[config.mk]
export PLATFORM = sky130hd
export DESIGN_NAME = mem_arbiter
export DESIGN_NICKNAME = d
export VERILOG_FILES = /design/src/rtl/mem_arbiter.sv
export SDC_FILE = /design/constraint.sdc
export NUM_CORES = 1
export LEC_CHECK = 0
export CORE_UTILIZATION = 43
export DETAILED_ROUTE_END_ITERATION = 16
export PLACE_DENSITY = 0.85
export SLEW_MARGIN = 40
export SYNTH_ARGS = -nofsm -noshare
export SYNTH_HDL_FRONTEND = slang
export SYNTH_SLANG_ARGS = --single-unit
[constraint.sdc]
create_clock -name clk -period 3.87 [get_ports clk]
set_input_delay 0.774 -clock clk [delete_from_list [all_inputs] [get_ports clk]]
set_output_delay 0.774 -clock clk [all_outputs]
set_load 0.02 [all_outputs]
[src/rtl/mem_arbiter.sv]
// Round-robin arbiter sharing one fixed-latency memory port between CPU and
// debug loader; one transaction in flight, acks pulsed to the grantee.
//
// Ports:
//   clk, reset(active-low async)
//   cpu_req/we/addr/wdata -> cpu_ack    : CPU requester
//   dbg_req/we/addr/wdata -> dbg_ack    : debug/loader requester
//   rdata, busy, owner                  : status / last read data
//   mem_en/we/addr/wdata, mem_rdata     : unified memory port
module mem_arbiter #(
    parameter int AW      = 8,
    parameter int DW      = 16,
    parameter int MEM_LAT = 2
) (
    input  logic          clk,
    input  logic          reset,
    input  logic          cpu_req,
    input  logic          cpu_we,
    input  logic [AW-1:0] cpu_addr,
    input  logic [DW-1:0] cpu_wdata,
    output logic          cpu_ack,
    input  logic          dbg_req,
    input  logic          dbg_we,
    input  logic [AW-1:0] dbg_addr,
    input  logic [DW-1:0] dbg_wdata,
    output logic          dbg_ack,
    output logic [DW-1:0] rdata,
    output logic          busy,
    output logic          owner,
    output logic          mem_en,
    output logic          mem_we,
    output logic [AW-1:0] mem_addr,
    output logic [DW-1:0] mem_wdata,
    input  logic [DW-1:0] mem_rdata
);

    typedef enum logic [1:0] {
        IDLE,
        ISSUE,
        WAIT,
        ACK
    } state_t;

    localparam int CW = (MEM_LAT > 1) ? $clog2(MEM_LAT) : 1;

    state_t        state;
    state_t        state_nxt;
    logic [CW-1:0] cnt;
    logic          last_grant;
    logic          txn_we;
    logic [AW-1:0] txn_addr;
    logic [DW-1:0] txn_wdata;
    logic          grant_cpu;
    logic          grant_dbg;
    logic          wait_done;

    // CPU wins unless dbg also asks and the CPU was the last grantee.
    assign grant_cpu = cpu_req & (~dbg_req | last_grant);
    assign grant_dbg = dbg_req & ~grant_cpu;
    assign wait_done = (cnt == CW'(MEM_LAT - 1));

    always_ff @(posedge clk or negedge reset) begin
        if (!reset) begin
            state <= IDLE;
        end else begin
            state <= state_nxt;
        end
    end

    always_comb begin
        state_nxt = state;
        unique case (state)
            IDLE:    if (grant_cpu | grant_dbg) state_nxt = ISSUE;
            ISSUE:   state_nxt = txn_we ? ACK : WAIT;
            WAIT:    if (wait_done) state_nxt = ACK;
            ACK:     state_nxt = IDLE;
            default: state_nxt = IDLE;
        endcase
    end

    always_comb begin
        busy      = (state != IDLE);
        mem_en    = 1'b0;
        mem_we    = 1'b0;
        mem_addr  = '0;
        mem_wdata = '0;
        cpu_ack   = 1'b0;
        dbg_ack   = 1'b0;
        unique case (state)
            ISSUE: begin
                mem_en    = 1'b1;
                mem_we    = txn_we;
                mem_addr  = txn_addr;
                mem_wdata = txn_wdata;
            end
            ACK: begin
                cpu_ack = ~owner;
                dbg_ack = owner;
            end
            default: ;
        endcase
    end

    // Transaction latch, grant history, latency counter and read capture.
    always_ff @(posedge clk or negedge reset) begin
        if (!reset) begin
            cnt        <= '0;
            last_grant <= 1'b1;
            owner      <= 1'b0;
            txn_we     <= 1'b0;
            txn_addr   <= '0;
            txn_wdata  <= '0;
            rdata      <= '0;
        end else begin
            if (state == IDLE && (grant_cpu | grant_dbg)) begin
                owner      <= grant_dbg;
                last_grant <= grant_dbg;
                txn_we     <= grant_dbg ? dbg_we : cpu_we;
                txn_addr   <= grant_dbg ? dbg_addr : cpu_addr;
                txn_wdata  <= grant_dbg ? dbg_wdata : cpu_wdata;
            end
            if (state == ISSUE) begin
                cnt <= '0;
            end else if (state == WAIT) begin
                cnt <= cnt + CW'(1);
            end
            if (state == WAIT && wait_done) begin
                rdata <= mem_rdata;
            end
        end
    end

endmodule

==> results.cfg, run 1 <==
[drt]
wl_met2_mm = 2.79
drtPass1Iterations = 6
num_vias = 2017
drt_iter0_drc = 105
top_layer = met4
routedWlPerCell_um = 14.0
postRouteAntennaNets = 0
drc = 0
wl_met3_um = 548
drt_wl_total_mm = 5.74
routed_via_density = 4.92
met1_length_mm = 2.35

[place]
dp.cells = 402
dp_hpwl_mm = 4.10
place_congestion = 0.787
post_dp_cell_area_sq_um = 3470
portBuffers = 115
dp_slack_ps = 983

[global_routing]
grt_max_degree = 47
grt_use_total_pct = 20.2
grt_pass1_wl_mm = 8.65
grt_pass1_vias = 1899
antenna_found_initial = 0
grt_overflow = 0

[cells_and_area]
final_area_sq_um = 3620
layout-drive-gt1-share_pct = 16.5
multiInputGateArea_sq_um = 1070
layout_commonest_cell = clkdlybuf4s50_1
final_cell_mix = 114 x clkdlybuf4s50_1, 45 x dfrtp_1, 31 x a21oi_1, 28 x nor2_1
areaGrowthSynthToFinish_pct = 55.3
nets = 414
antenna_cells = 0
instances_no_fill = 410
fillers = 402
regArea_sq_um = 1150

[clocking]
clkTransAtPathRegs_ps = 90
cts.repair.resized = 0
clock_sinks = 46
cts_tree = built
clk_latency_ps = 290
root_buffer = clkbuf_8
numCtsBuffers = 5
htreeDepth = 2
cts_hold_buf = 0
post_cts_buffers = 0
clock_path_buffers = 2

[synth]
yosys.area.top_type = dfrtp_1
synthesis.nets = 305
ys.flop_type = dfrtp_1
yosys_register_bits = 46
mappedNetlistArea_sq_um = 2330
yosysTopAreaCellShare_pct = 48.3
syn_inst = 230
synthArstFlopShare_pct = 100
synth-edff-count = 0
yosysUniqueCellTypes = 25
synth.avg_cell_area_sq_um = 10.1
synth_area_leaders = dfrtp_1 48%, mux2_2 8.7%, a21oi_2 7.9%
ys_warn_count = 0
yosysSeqAreaShare_pct = 49.4

[setup_path]
crit_start = state[1]
critical_path_class = reg -> out
required_ps = 3100
crit_path_end_kind = primary output
timing.rr.end = txn_wdata[5]
r2r_slack_ps = 2120
ff2ff_path_depth = 6
crit_path_start_kind = flop
arrival_ps = 2160
rr_startpoint = state[0]
path_max_fanout = 27

[job]
drv_cap = 0

[timing]
timing.final.ws_setup_ps = 931
rsz0062_at_grt = false
fmax_ghz = 0.340
slew_violations = 0
relSlewSlack_pct = 48.9
tns_ps = 0
fin_crit_sh_pct = 75.9
fin_skew_ps = 4.92
timing.final.crit_period_ps = 2940
finalHoldViolCount = 0
tightest_slew_ps = 765
whs_ps = 480
setup_viol = 0

[floorplanning]
die_area_sq_um = 5720
chipWidth_um = 75.6
io_pins = 116
core-area_sq_um = 5170
dieHeight_um = 75.6
rows = 26
initial_core_util_pct = 45.1

[power]
peakVddDrop_mv = 0.335
power.density_nw_per_um2 = 810
p_leak_uw = 0.00149

[worst_hold_path]
holdCritPathClass = in -> async

[outcome]
run_status = complete, no violations
[Yosys cell counts (3+ instances only)]
library cell	instances
dfrtp_1	45
a21oi_1	31
nor2_1	28
and2_1	26
nand2_1	26
a21oi_2	21
mux2_2	18
buf_2	5
ha_1	5
buf_6	4
buf_4	3
inv_1	3
[where the power goes]
part	internal (uW)	leakage, uW	total, uW	switching, uW
Clock	275	0.0000714	434	158
Sequential	733	0.000523	863	130
Combinational	813	0.000898	1640	822
[metrics by stage]
step / utilization, % / total power (uW)
CTS: 69.9 / 2950
detailed placement: 67.2 / 2520
global route: 70.0 / 3130
global placement: 67.1 / 2470
finish: 70.0 / 2930
floorplan: - / 1870
[registers in the layout, indices dropped and copies added, names as in the netlist]
register and flops:
rdata 16, txn_wdata 16, txn_addr 8, state 2
cnt 1, last_grant 1, owner 1, txn_we 1
[worst max path at each step]
stage | endpoint | slack [ps]
final | mem_we | 930
after global placement | mem_we | 1030
after CTS | mem_we | 650
after global routing | mem_we | 770
after floorplan | mem_wdata[10] | 1760
after detailed placement | mem_we | 980
[cells by family after synthesis]
group,after synthesis,synth area share (%)
adders and majority gates,5,2.68
and+or+nand+nor,84,16.7
DFF,46,49.4
buffers and inverters,17,4.78
muxes,18,8.70
AOI/OAI and AO/OA,60,17.7
[metal layers]
layer  track usage, %  vias to the layer above
met3             6.22                        5
met5                0                        -
li1                 -                      981
met1             22.5                      937
met4             5.56                        0
met2             37.2                       94
[area by class of cell]
cell class | count | share of cell area [%]
Tap cell | 70 | 2.42
Timing Repair Buffer | 116 | 31.9
Sequential cell | 46 | 31.8
Multi-Input combinational cell | 167 | 29.6
Clock buffer | 6 | 2.28
Clock inverter | 2 | 1.66
Inverter | 3 | 0.311
[critical path, cell delays in order, from the launching register on]
cell and delay (ps):
dfrtp_1 430, inv_1 120, ha_2 490, and2_1 220, clkdlybuf4s50_1 620
Note: power is estimated with default switching activity, not from simulation.
==> run 2, diff against run 1 <==
Settings changed: CORE_UTILIZATION 43 to 36, PLACE_DENSITY 0.85 to 0.76.
Clock period 3.87 ns to 2.52 ns, I/O delays scaled along.
==> run 2 against run 1 <==
  * Critical path depth is the same
  * Critical path type unchanged
  * Register-to-register slack lost 1400 ps
  * Largest power group unchanged
  * Sequential power grew 53%
==> results.cfg, run 2 (synthesis results as in run 1) <==
[place]
place_congestion = 0.711
dp.cells = 413
dp_hpwl_mm = 4.45
portBuffers = 115

[worst_hold_path]
holdCritPathClass = in -> async

[setup_path]
arrival_ps = 1860
required_ps = 2020
critical_path_class = reg -> out
crit_path_cell_trace = inv_1, ha_1, inv_1, clkdlybuf4s50_1
crit_path_end_kind = primary output
cpPeakStageDelay_ps = 620
crit_path_start_kind = flop
path_max_fanout = 7
cpMaxStageDelayCell = clkdlybuf4s50_1
rr_startpoint = state[0]
crit_start = state[0]
crit_top_cell = inv_1

[cells_and_area]
layout-drive-gt1-share_pct = 17.6
antenna_cells = 0
final_cell_mix = 89 x clkdlybuf4s50_1, 45 x dfrtp_1, 31 x a21oi_1, 28 x nor2_1
areaGrowthSynthToFinish_pct = 59.6
nets = 420
instances_no_fill = 421
layout_commonest_cell = clkdlybuf4s50_1
reg_top3 = rdata x16, txn_wdata x16, txn_addr x8
fin_util_pct = 61.0
fillers = 549

[floorplanning]
io_pins = 116
rows = 28
core-area_sq_um = 6100
initial_core_util_pct = 38.2
die_area_sq_um = 6800
dieHeight_um = 82.5
chipWidth_um = 82.5

[clocking]
root_buffer = clkbuf_8
htreeDepth = 2
cts_tree = built
clk_latency_ps = 300
numCtsBuffers = 5
post_cts_buffers = 0
clock_path_buffers = 2
clkTransAtPathRegs_ps = 90
clock_sinks = 46

[timing]
setup_viol = 0
fin_crit_sh_pct = 93.8
finalHoldViolCount = 0
relSlewSlack_pct = 63.5
fmax_ghz = 0.423
tns_ps = 0
tightest_slew_ps = 547
slew_violations = 0
rsz0062_at_grt = false
fin_skew_ps = 8.17
whs_ps = 176
timing.final.crit_period_ps = 2360

[drt]
drt_wl_total_mm = 6.08
drtPass1Iterations = 4
drc = 0
postRouteAntennaNets = 0
routed_via_density = 4.86
drt_iter0_drc = 63
num_vias = 2046
routedWlPerCell_um = 14.4

[global_routing]
grt_max_degree = 47
antenna_found_initial = 0
grt_use_total_pct = 18.9
grt_overflow = 0
grt_pass1_vias = 2032
grt_pass1_wl_mm = 9.58

[power]
power.density_nw_per_um2 = 1180
peakVddDrop_mv = 0.651
p_leak_uw = 0.00191

[outcome]
run_status = complete, no violations

[job]
drv_cap = 0
==> run 2: cell types whose count changed in the layout (fill, tap and decap cells not counted), moves of 2 or more <==
| cell | before | now |
|---|---|---|
| buf_12 | 0 | 2 |
| buf_4 | 2 | 5 |
| clkdlybuf4s50_1 | 114 | 89 |
| clkinv_2 | 0 | 2 |
| dlymetal6s2s_1 | 0 | 25 |
==> run 2: cell type report <==
cell class	count	area, sq um	area share [%]
tap	75	93.8	2.52
sequential	46	1150	31.0
timing repair buffer	122	1290	34.6
multi-input combinational	167	1070	28.7
inverter	3	11.3	0.303
clock inverter	3	40.0	1.08
clock buffer	5	68.8	1.85
==> run 2: per-layer routing <==
layer,global-route usage [%],vias to the layer above,share of wire [%]
li1,-,990,-
met1,21.6,952,40
met2,32.5,99,47
met3,8.13,5,12
met4,4.21,0,0.82
met5,0,-,0
==> run 2: worst max-delay path: cells and delay by family (launching register included) <==
family,cells,cell delay [ps]
buf+inv,3,830
flops,1,410
fa+ha+maj,1,310
==> run 2: repair_timing <==
| action | CTS | global route |
|---|---|---|
| hold buffers | 0 | 0 |
| gates resized for setup | 0 | 25 |
| setup endpoints to repair | 0 | 25 |
==> run 2: power breakdown <==
| group | switching [uW] | total, uW | internal [uW] |
|---|---|---|---|
| Sequential | 197 | 1320 | 1130 |
| Combinational | 1280 | 2530 | 1250 |
| Clock | 245 | 537 | 292 |
==> run 2: through the flow <==
step / area (sq um) / power, uW / setup slack (ps)
floorplan: 2330 / 2870 / 677
global placement: 3550 / 3890 / 412
CTS: 3660 / 4510 / 34.7
global route: 3720 / 4730 / 42.6
detailed placement: 3550 / 3950 / 369
finish: 3720 / 4390 / 157
==> run 2: final timing paths <==
kind	endpoint	slack [ps]	depth (start not counted)
setup / recovery	busy	160	4
hold reg to reg	rdata[6]	510	1
hold / removal	rdata[1]	180	2
setup reg to reg	txn_wdata[8]	720	5
min in group clk	rdata[6]	510	1
max in group asynchronous	last_grant	2060	2
